[src/rtl/video_timing_gen.sv]
// Video raster timing and test-pattern generator.
// Counter stage -> pattern/sync stage -> output register stage, giving a
// fixed two-cycle latency from the raster counters to every output.
// Pattern slices go up to hcnt[10:3]/vcnt[10:3], so CW must be at least 11.
module video_timing_gen #(
  parameter int H_ACTIVE = 1920,
  parameter int H_FP     = 88,
  parameter int H_SYNC   = 44,
  parameter int H_BP     = 148,
  parameter int V_ACTIVE = 1080,
  parameter int V_FP     = 4,
  parameter int V_SYNC   = 5,
  parameter int V_BP     = 36,
  parameter int HS_POL   = 1,
  parameter int VS_POL   = 1,
  parameter int DW       = 16,
  parameter int CW       = 12,
  parameter int BOX_X0   = 128,
  parameter int BOX_Y0   = 128,
  parameter int BOX_W    = 128,
  parameter int BOX_H    = 128
) (
  input  logic          sys2_clk,
  input  logic          sys2_rst,
  input  logic          run,
  input  logic [3:0]    mode,
  output logic          de,
  output logic          hs,
  output logic          vs,
  output logic [DW-1:0] data,
  output logic          sof,
  output logic [15:0]   frame_cnt
);

  // State table
  //   ST_IDLE  | counters held at (0,0), outputs idle, waiting for run
  //   ST_RUN   | raster counters advancing, frames repeat
  //   ST_DRAIN | run dropped; finish current frame then go idle
  typedef enum logic [1:0] {
    ST_IDLE  = 2'd0,
    ST_RUN   = 2'd1,
    ST_DRAIN = 2'd2
  } state_t;

  localparam int H_TOTAL = H_ACTIVE + H_FP + H_SYNC + H_BP;
  localparam int V_TOTAL = V_ACTIVE + V_FP + V_SYNC + V_BP;
  localparam int BAR_W   = H_ACTIVE / 8;

  localparam logic [31:0] HS_START = 32'(H_ACTIVE + H_FP);
  localparam logic [31:0] HS_END   = 32'(H_ACTIVE + H_FP + H_SYNC);
  localparam logic [31:0] VS_START = 32'(V_ACTIVE + V_FP);
  localparam logic [31:0] VS_END   = 32'(V_ACTIVE + V_FP + V_SYNC);
  localparam logic [31:0] BX_LO    = 32'(BOX_X0);
  localparam logic [31:0] BX_HI    = 32'(BOX_X0 + BOX_W);
  localparam logic [31:0] BY_LO    = 32'(BOX_Y0);
  localparam logic [31:0] BY_HI    = 32'(BOX_Y0 + BOX_H);

  localparam logic HS_ON  = (HS_POL != 0);
  localparam logic HS_OFF = ~HS_ON;
  localparam logic VS_ON  = (VS_POL != 0);
  localparam logic VS_OFF = ~VS_ON;

  localparam logic [DW-1:0] BLANK = (DW == 24) ? DW'(24'h101010) : DW'(16'h8010);

  logic          r_run_s1, r_run_s2;
  logic [3:0]    r_mode_s1, r_mode_s2;
  state_t        r_state;
  logic [CW-1:0] r_hcnt, r_vcnt;
  logic [3:0]    r_mode_q;
  logic [15:0]   r_frame_cnt;
  logic [2:0]    r_bar_idx;
  logic [CW-1:0] r_bar_rem;

  logic          r_p_de, r_p_hs, r_p_vs, r_p_sof;
  logic [7:0]    r_p_y;
  logic [15:0]   r_p_fcnt;

  logic [31:0]   w_h32, w_v32;
  logic          w_cnt_vld, w_h_last, w_v_last, w_frame_end;
  logic          w_active, w_hs_win, w_vs_win, w_in_box, w_origin;
  logic [7:0]    w_y;
  logic [DW-1:0] w_pix;

  assign w_h32       = 32'(r_hcnt);
  assign w_v32       = 32'(r_vcnt);
  assign w_cnt_vld   = (r_state == ST_RUN) || (r_state == ST_DRAIN);
  assign w_h_last    = (w_h32 == 32'(H_TOTAL - 1));
  assign w_v_last    = (w_v32 == 32'(V_TOTAL - 1));
  assign w_frame_end = w_h_last && w_v_last;
  assign w_active    = (w_h32 < 32'(H_ACTIVE)) && (w_v32 < 32'(V_ACTIVE));
  assign w_hs_win    = (w_h32 >= HS_START) && (w_h32 < HS_END);
  assign w_vs_win    = (w_v32 >= VS_START) && (w_v32 < VS_END);
  assign w_in_box    = (w_h32 >= BX_LO) && (w_h32 < BX_HI) &&
                       (w_v32 >= BY_LO) && (w_v32 < BY_HI);
  assign w_origin    = (r_hcnt == '0) && (r_vcnt == '0);
  assign w_pix       = (DW == 24) ? DW'({r_p_y, r_p_y, r_p_y}) : DW'({8'h80, r_p_y});

  // Two-flop synchronisers for the asynchronous run/mode controls
  always_ff @(posedge sys2_clk or posedge sys2_rst) begin
    if (sys2_rst) begin
      r_run_s1  <= 1'b0;
      r_run_s2  <= 1'b0;
      r_mode_s1 <= '0;
      r_mode_s2 <= '0;
    end else begin
      r_run_s1  <= run;
      r_run_s2  <= r_run_s1;
      r_mode_s1 <= mode;
      r_mode_s2 <= r_mode_s1;
    end
  end

  // Run/drain FSM with raster counters; mode is latched only as a frame starts
  always_ff @(posedge sys2_clk or posedge sys2_rst) begin
    if (sys2_rst) begin
      r_state     <= ST_IDLE;
      r_hcnt      <= '0;
      r_vcnt      <= '0;
      r_mode_q    <= '0;
      r_frame_cnt <= '0;
    end else begin
      case (r_state)
        ST_IDLE: begin
          r_hcnt <= '0;
          r_vcnt <= '0;
          if (r_run_s2) begin
            r_state  <= ST_RUN;
            r_mode_q <= r_mode_s2;
          end
        end
        ST_RUN, ST_DRAIN: begin
          if (w_frame_end) begin
            r_hcnt      <= '0;
            r_vcnt      <= '0;
            r_frame_cnt <= r_frame_cnt + 16'd1;
            if (r_run_s2) begin
              r_state  <= ST_RUN;
              r_mode_q <= r_mode_s2;
            end else begin
              r_state <= ST_IDLE;
            end
          end else begin
            r_state <= r_run_s2 ? ST_RUN : ST_DRAIN;
            if (w_h_last) begin
              r_hcnt <= '0;
              r_vcnt <= r_vcnt + CW'(1);
            end else begin
              r_hcnt <= r_hcnt + CW'(1);
            end
          end
        end
        default: begin
          r_state <= ST_IDLE;
          r_hcnt  <= '0;
          r_vcnt  <= '0;
        end
      endcase
    end
  end

  // Luma bar tracker: down-counter per bar, the last bar absorbs the remainder
  always_ff @(posedge sys2_clk or posedge sys2_rst) begin
    if (sys2_rst) begin
      r_bar_idx <= '0;
      r_bar_rem <= CW'(BAR_W - 1);
    end else if (!w_cnt_vld || w_h_last) begin
      r_bar_idx <= '0;
      r_bar_rem <= CW'(BAR_W - 1);
    end else if (r_bar_rem == '0) begin
      if (r_bar_idx != 3'd7) begin
        r_bar_idx <= r_bar_idx + 3'd1;
        r_bar_rem <= CW'(BAR_W - 1);
      end
    end else begin
      r_bar_rem <= r_bar_rem - CW'(1);
    end
  end

  // Test-pattern luma selection for the current raster position
  always_comb begin
    w_y = 8'h10;
    case (r_mode_q)
      4'd0:    w_y = r_hcnt[7:0];
      4'd1:    w_y = r_vcnt[7:0];
      4'd2:    w_y = r_hcnt[8:1];
      4'd3:    w_y = r_vcnt[8:1];
      4'd4:    w_y = r_hcnt[9:2];
      4'd5:    w_y = r_vcnt[9:2];
      4'd6:    w_y = r_hcnt[10:3];
      4'd7:    w_y = r_vcnt[10:3];
      4'd8:    w_y = w_in_box ? r_vcnt[7:0] : r_hcnt[7:0];
      4'd9:    w_y = w_in_box ? r_frame_cnt[7:0] : r_hcnt[7:0];
      4'd10:   w_y = 8'h10 + {r_bar_idx, 5'b00000};
      4'd11:   w_y = (r_hcnt[6] ^ r_vcnt[6]) ? 8'hEB : 8'h10;
      default: w_y = 8'h10;
    endcase
  end

  // Pattern/sync stage: decode position into enables, syncs and luma
  always_ff @(posedge sys2_clk or posedge sys2_rst) begin
    if (sys2_rst) begin
      r_p_de   <= 1'b0;
      r_p_hs   <= HS_OFF;
      r_p_vs   <= VS_OFF;
      r_p_sof  <= 1'b0;
      r_p_y    <= 8'h10;
      r_p_fcnt <= '0;
    end else begin
      r_p_de   <= w_cnt_vld && w_active;
      r_p_hs   <= (w_cnt_vld && w_hs_win) ? HS_ON : HS_OFF;
      r_p_vs   <= (w_cnt_vld && w_vs_win) ? VS_ON : VS_OFF;
      r_p_sof  <= w_cnt_vld && w_origin;
      r_p_y    <= w_y;
      r_p_fcnt <= r_frame_cnt;
    end
  end

  // Output registers feeding the IOB flops; blanking data outside DE
  always_ff @(posedge sys2_clk or posedge sys2_rst) begin
    if (sys2_rst) begin
      de        <= 1'b0;
      hs        <= HS_OFF;
      vs        <= VS_OFF;
      sof       <= 1'b0;
      data      <= BLANK;
      frame_cnt <= '0;
    end else begin
      de        <= r_p_de;
      hs        <= r_p_hs;
      vs        <= r_p_vs;
      sof       <= r_p_sof;
      data      <= r_p_de ? w_pix : BLANK;
      frame_cnt <= r_p_fcnt;
    end
  end

endmodule
[config.mk]
export PLATFORM = sky130hd
export DESIGN_NAME = video_timing_gen
export DESIGN_NICKNAME = d
export VERILOG_FILES = /design/src/rtl/video_timing_gen.sv
export SDC_FILE = /design/constraint.sdc
export NUM_CORES = 1
export LEC_CHECK = 0
export CORE_ASPECT_RATIO = 1.25
export CORE_MARGIN = 2
export CORE_UTILIZATION = 42
export CTS_CLUSTER_SIZE = 24
export DETAILED_ROUTE_END_ITERATION = 8
export SYNTH_ARGS = -nofsm -noshare
export SYNTH_HDL_FRONTEND = slang
export SYNTH_SLANG_ARGS = --single-unit
export TNS_END_PERCENT = 10
[constraint.sdc]
create_clock -name sys2_clk -period 4.7 [get_ports sys2_clk]
set_input_delay 0.705 -clock sys2_clk [delete_from_list [all_inputs] [get_ports sys2_clk]]
set_output_delay 0.705 -clock sys2_clk [all_outputs]
set_load 0.005 [all_outputs]
======== Yosys cells after proc, flatten, opt, wreduce, memory -nomap -nowiden ========
Cells that the tools add are included.
storage, ports and cells
  flip-flop bits (word level) ............. 135
  bits of input ports ..................... 7
  output and inout bits ................... 36
  word-level logic and storage cells ...... 114
cells by class
  $add $sub $neg .......................... 6
  magnitude comparators ................... 10
  equal/unequal tests ..................... 20
  mux-type cells .......................... 27
  bitwise operators ....................... 1
  reduce and logical (&&, ||, !) cells .... 27
operators by type and width
  kind                                                                                   number
  12-bit two-way mux                                                                     9
  8-bit case mux with 12 select lines                                                    1
  12-bit logical NOT                                                                     3
  12-bit by 11-bit less-than comparator with 1-bit output, second input constant         3
  8-bit two-way mux                                                                      4
  12-bit by 1-bit adder with 12-bit output, second input constant                        2
  12-bit by 11-bit greater-or-equal comparator with 1-bit output, second input constant  2
  12-bit by 8-bit greater-or-equal comparator with 1-bit output, second input constant   2
  12-bit by 9-bit less-than comparator with 1-bit output, second input constant          2
  16-bit by 1-bit adder with 16-bit output, second input constant                        1
  4-bit by 3-bit == test with 1-bit output, second input constant                        4
  4-bit == test, second input constant                                                   4
  12-bit by 11-bit == test with 1-bit output, second input constant                      1
  12-bit == test, second input constant                                                  1
  1-bit logical AND                                                                      12
  12-bit less-than comparator, second input constant                                     1
  12-bit by 1-bit subtractor with 12-bit output, second input constant                   1
  3-bit two-way mux                                                                      3
  5-bit by 8-bit adder with 8-bit output, first input constant                           1
  4-bit by 2-bit == test with 1-bit output, second input constant                        2
  4-bit two-way mux                                                                      2
  4-bit case mux with 2 select lines                                                     1
  2-bit two-way mux                                                                      3
  3-bit inequality test, second input constant                                           2
  16 further kinds                                                                       24

======== Longest topological paths before layout ========
  depth after elaboration ................. 6
  depth in mapped cells ................... 9
  mapped depth without buffers ............ 7

======== Worst setup path after synthesis ========
Ideal clock, no wire load.
  kind .................................... register to register
  start point ............................. reg r_vcnt[0]
  end point ............................... reg r_frame_cnt[6]
  arrival ................................. 2,084 ps
  required time ........................... 4,576 ps
  setup slack ............................. 2,492 ps
  stages on the path, launching flop included .. 9
  clock period less this slack ............ 2,208 ps
  cell sequence ........................... dfrtp_1 > inv_1 > ha_1 > or3b_2 > nor4b_4 > and4_1 > buf_4 > nand4_2 > xnor2_2
between the ends
  cells in the longest elaborated chain, start to end .. 3
RTL lines
  element                                     RTL line  text
  start, declared                             68        logic [CW-1:0] r_hcnt, r_vcnt;
  start signal, assigned                      146       r_vcnt <= r_vcnt + CW'(1);
  12-bit by 11-bit == test with 1-bit output  88        assign w_v_last = (w_v32 == 32'(V_TOTAL - 1));
  1-bit logical AND                           89        assign w_frame_end = w_h_last && w_v_last;
  2-bit AND reduction (no line)               -
  end signal, assigned                        135       r_frame_cnt <= r_frame_cnt + 16'd1;
  end, declared                               70        logic [15:0] r_frame_cnt;
No other way between the ends.
A chain may end at the register's enable or synchronous reset.

======== Worst setup path in the final report ========
  start point ............................. reg r_hcnt[1]
  end point ............................... reg r_vcnt[10]
between the ends
  cells in the longest elaborated chain, start to end .. 4
RTL lines
  element                 RTL line  text
  start, declared         68
  start signal, assigned  148       r_hcnt <= r_hcnt + CW'(1);
  12-bit == test (*)      87        assign w_h_last = (w_h32 == 32'(H_TOTAL - 1));
  1-bit logical AND       89
  12-bit two-way mux      132       if (w_frame_end) begin
  12-bit two-way mux      122       case (r_state)
Every way passes the cells marked *; elsewhere a longest branch is shown, timed or not.

==> impl_metrics.yaml <==
detailed_routing:
  drc: 0
  vias: 4308
  dr.pass1.iters: 4
  ant_nets: 0
  routed_wl_mm: 13.3
  post_drt_wl_per_cell_um: 17.0
  viasPerCell: 5.50
  drt_iter0_drc: 420
layout:
  finalNetCount: 610
  antenna_cells: 0
  drive_gt1_share_pct: 11.4
  fill_cells: 1284
  synthToLayoutAreaGrowth_pct: 16.1
  final_util_pct: 49.6
die:
  core-area_um2: 14300
  num_rows: 49
  initial_core_util_pct: 42.7
  dieHeight_um: 139
  io_pins: 43
  die_w_um: 112
  fp.dieArea_um2: 15600
critical_path:
  slowest_stage: "o31ai_4"
  max_stage_delay_ps: 1050
  worstRegToRegCells: 6
  crit_type: "reg -> reg"
  end_kind: "flip-flop"
  crit_fanout: 26
  cp.arrival_ps: 3010
  cp.required_ps: 5000
  critPathLaunchType: "flip-flop"
  crit_chain: "ha_1, nand4_1, o31ai_4, nand4_1, xor2_1, nor2_1"
  cp_common_cell: "nand4_1"
logic_synthesis:
  synth_edf_count: 0
  synthCells: 574
  avgSynthCellArea_um2: 10.7
  syn_area_um2: 6130
  postSynth.asyncResetShare_pct: 100
  synth_top_area_cell: "dfrtp_1"
  synth_cell_types: 69
  ys_ff_latch: 127
  synth-seq-area-share_pct: 52.0
  yosysWarnings: 0
  synthFlopType: "dfrtp_1"
  synth_top_area_share_pct: 48.2
  yosys-top-cells-area: "dfrtp_1 (48%), mux2i_1 (4.6%), dfstp_2 (3.9%)"
clock_network:
  worst_skew_pair.late_latency_ps: 420
  numClockSinks: 127
  ctsResizeCount: 0
  clkTransAtPathRegs_ps: 60
  post-cts-setup-buffers: 0
  clockBufferDepth: 2
  root_buffer: "clkbuf_16"
  cts_hold_buf: 0
  cts_tree: "built"
  cts_inserted_buffers: 17
  cts-htree-levels: 4
sta:
  period_share_pct: 57.6
  min_period_ps: 2710
  final-hold-violation-count: 0
  rsz0062_at_grt: "false"
  drv_slew: 0
  tns_ps: 0
  clock_skew_ps: 6.11
  worstMarginPinSlew_ps: 1160
  maxSlewHeadroom_pct: 22.5
  final-setup-viol-count: 0
  max_freq_mhz: 369
  holdWs_ps: 346
power_and_ir_drop:
  p_leak_nw: 3.15
  ir_drop_mv: 0.298
  power_w: 0.00338
  p_per_area_nw_per_um2: 475
placement:
  dp_hpwl_mm: 9.01
  gp_congestion: 0.877
  io_buffers: 34
outcome:
  outcome: "finished clean"
hold_path:
  hold_path_class: "reg -> reg"
  whs_path_depth: 0
global_routing:
  antenna_found_initial: 0
  grt_max_degree: 57
  grtUsageTotal_pct: 18.5
  grt-ovfl-total: 0
  grt_pass1_vias: 4346
  grt_pass1_wl_mm: 23.0
run:
  drv_cap: 0
-- cells in the mapped netlist, types with 3 or more instances --
cell,n
nor2_1,52
dfstp_2,9
o211ai_1,3
dfrtp_1,118
mux2i_1,28
buf_2,8
o2111ai_1,3
a21o_1,4
xnor2_1,14
a32oi_1,3
o21ai_0,22
nor3_1,17
clkbuf_1,22
nand3b_1,4
ha_1,11
nand2_1,37
inv_1,12
and4_1,6
nand4_1,8
nor3b_1,3
nand2b_1,5
and3_1,10
nor2b_1,10
mux2_4,4
nor4_1,7
a22oi_1,4
buf_1,3
nand3_1,25
or3_1,8
buf_4,9
xor2_1,21
or4_1,5
a21oi_1,19
and2_1,11
mux2_2,4
-- kinds of logic (layout without fill, tap and decap cells) --
group | Yosys count | in the layout | synth area share (%)
AOI/OAI and AO/OA | 78 | 78 | 8.51
xor gates and xnor gates | 36 | 36 | 5.27
adders and majority gates | 11 | 11 | 2.25
buffers and inverters | 57 | 82 | 4.47
DFF | 127 | 127 | 52.0
muxes | 38 | 38 | 6.84
other | 2 | 8 | 0.123
and+or+nand+nor | 225 | 225 | 20.5
-- report_power, final --
part | switching, W | internal, W
combinational | 0.000429 | 0.000275
sequential | 0.000171 | 0.00119
clock | 0.000526 | 0.000799
total | 0.00113 | 0.00226
-- cell usage in the layout, fill, tap and decap left out, types with 4 or more instances in the layout --
| master | Yosys | layout |
|---|---|---|
| conb_1 | 2 | 8 |
| nor3_1 | 17 | 17 |
| o21ai_0 | 22 | 22 |
| nand4_1 | 8 | 8 |
| nor4_1 | 7 | 7 |
| nor2b_1 | 10 | 10 |
| a21o_1 | 4 | 4 |
| dfrtp_1 | 118 | 118 |
| and2_1 | 11 | 11 |
| mux2_4 | 4 | 4 |
| buf_4 | 9 | 4 |
| nand2b_1 | 5 | 5 |
| inv_6 | 0 | 5 |
| clkdlybuf4s50_1 | 0 | 34 |
| clkbuf_16 | 0 | 17 |
| nor2_1 | 52 | 52 |
| nand3b_1 | 4 | 4 |
| inv_1 | 12 | 11 |
| or3_1 | 8 | 8 |
| and3_1 | 10 | 10 |
| mux2i_1 | 28 | 28 |
| a21oi_1 | 19 | 19 |
| nand2_1 | 37 | 37 |
| nand3_1 | 25 | 25 |
| a22oi_1 | 4 | 4 |
| ha_1 | 11 | 11 |
| dfstp_2 | 9 | 9 |
| or4_1 | 5 | 5 |
| mux2_2 | 4 | 4 |
| xnor2_1 | 14 | 14 |
| and4_1 | 6 | 6 |
| xor2_1 | 21 | 21 |
-- layout make-up --
cell class / count / area (µm²) / share of cell area [%]
Sequential cell: 127 / 3190 / 44.8
Inverter: 12 / 47.5 / 0.668
Clock inverter: 15 / 175 / 2.46
Tap cell: 178 / 223 / 3.13
Multi-Input combinational cell: 396 / 2690 / 37.8
Timing Repair Buffer: 38 / 370 / 5.20
Clock buffer: 17 / 425 / 5.98
-- registers in the layout, summed over array words and instances (netlist names), 2 cells and up --
signal	count
r_vcnt	12
r_mode_s1	4
r_mode_s2	4
r_bar_idx	3
r_frame_cnt	16
r_mode_q	4
frame_cnt	16
r_p_fcnt	16
r_p_y	8
r_hcnt	12
r_bar_rem	12
data	8
r_state	2
-- critical path, delay by kind of cell (launching register included) --
kind,cells,cell delay (ps)
compound gates,1,1050
simple gates,3,580
flops,1,480
fa+ha+maj,1,270
xor+xnor,1,190
-- layer usage --
metal / global-route usage [%] / vias to the layer above / routed length [µm] / part of all wire, %
li1: - / 2043 / - / -
met1: 24.0 / 2147 / 5860 / 44
met2: 29.6 / 100 / 6690 / 50
met3: 4.24 / 18 / 392 / 2.9
met4: 8.41 / 0 / 374 / 2.8
met5: 0 / - / 0 / 0
-- per-stage QoR --
stage | setup slack [ps] | cells | area [µm²]
3_5_place_dp | 2000 | 751 | 6520
6_report | 1990 | 783 | 7120
5_1_grt | 1710 | 783 | 7120
2_1_floorplan | 626 | 580 | 6150
4_1_cts | 1980 | 783 | 7120
3_3_place_gp | 2060 | 751 | 6520
-- path summary, 6_finish.rpt --
path	from	endpoint	slack, ps
setup reg to reg	r_hcnt[1]$_DFF_PP0_	r_vcnt[10]$_DFFE_PP0P_	1990
hold / removal	r_p_fcnt[1]$_DFF_PP0_	frame_cnt[1]$_DFF_PP0_	350
max in group asynchronous	sys2_rst	r_bar_rem[2]$_DFFE_PP1P_	2970
hold reg to reg	r_p_fcnt[1]$_DFF_PP0_	frame_cnt[1]$_DFF_PP0_	350
min in group asynchronous	sys2_rst	hs$_DFF_PP0_	730
setup / recovery	r_hcnt[1]$_DFF_PP0_	r_vcnt[10]$_DFFE_PP0P_	1990
Power figures use the tool's default switching activity.
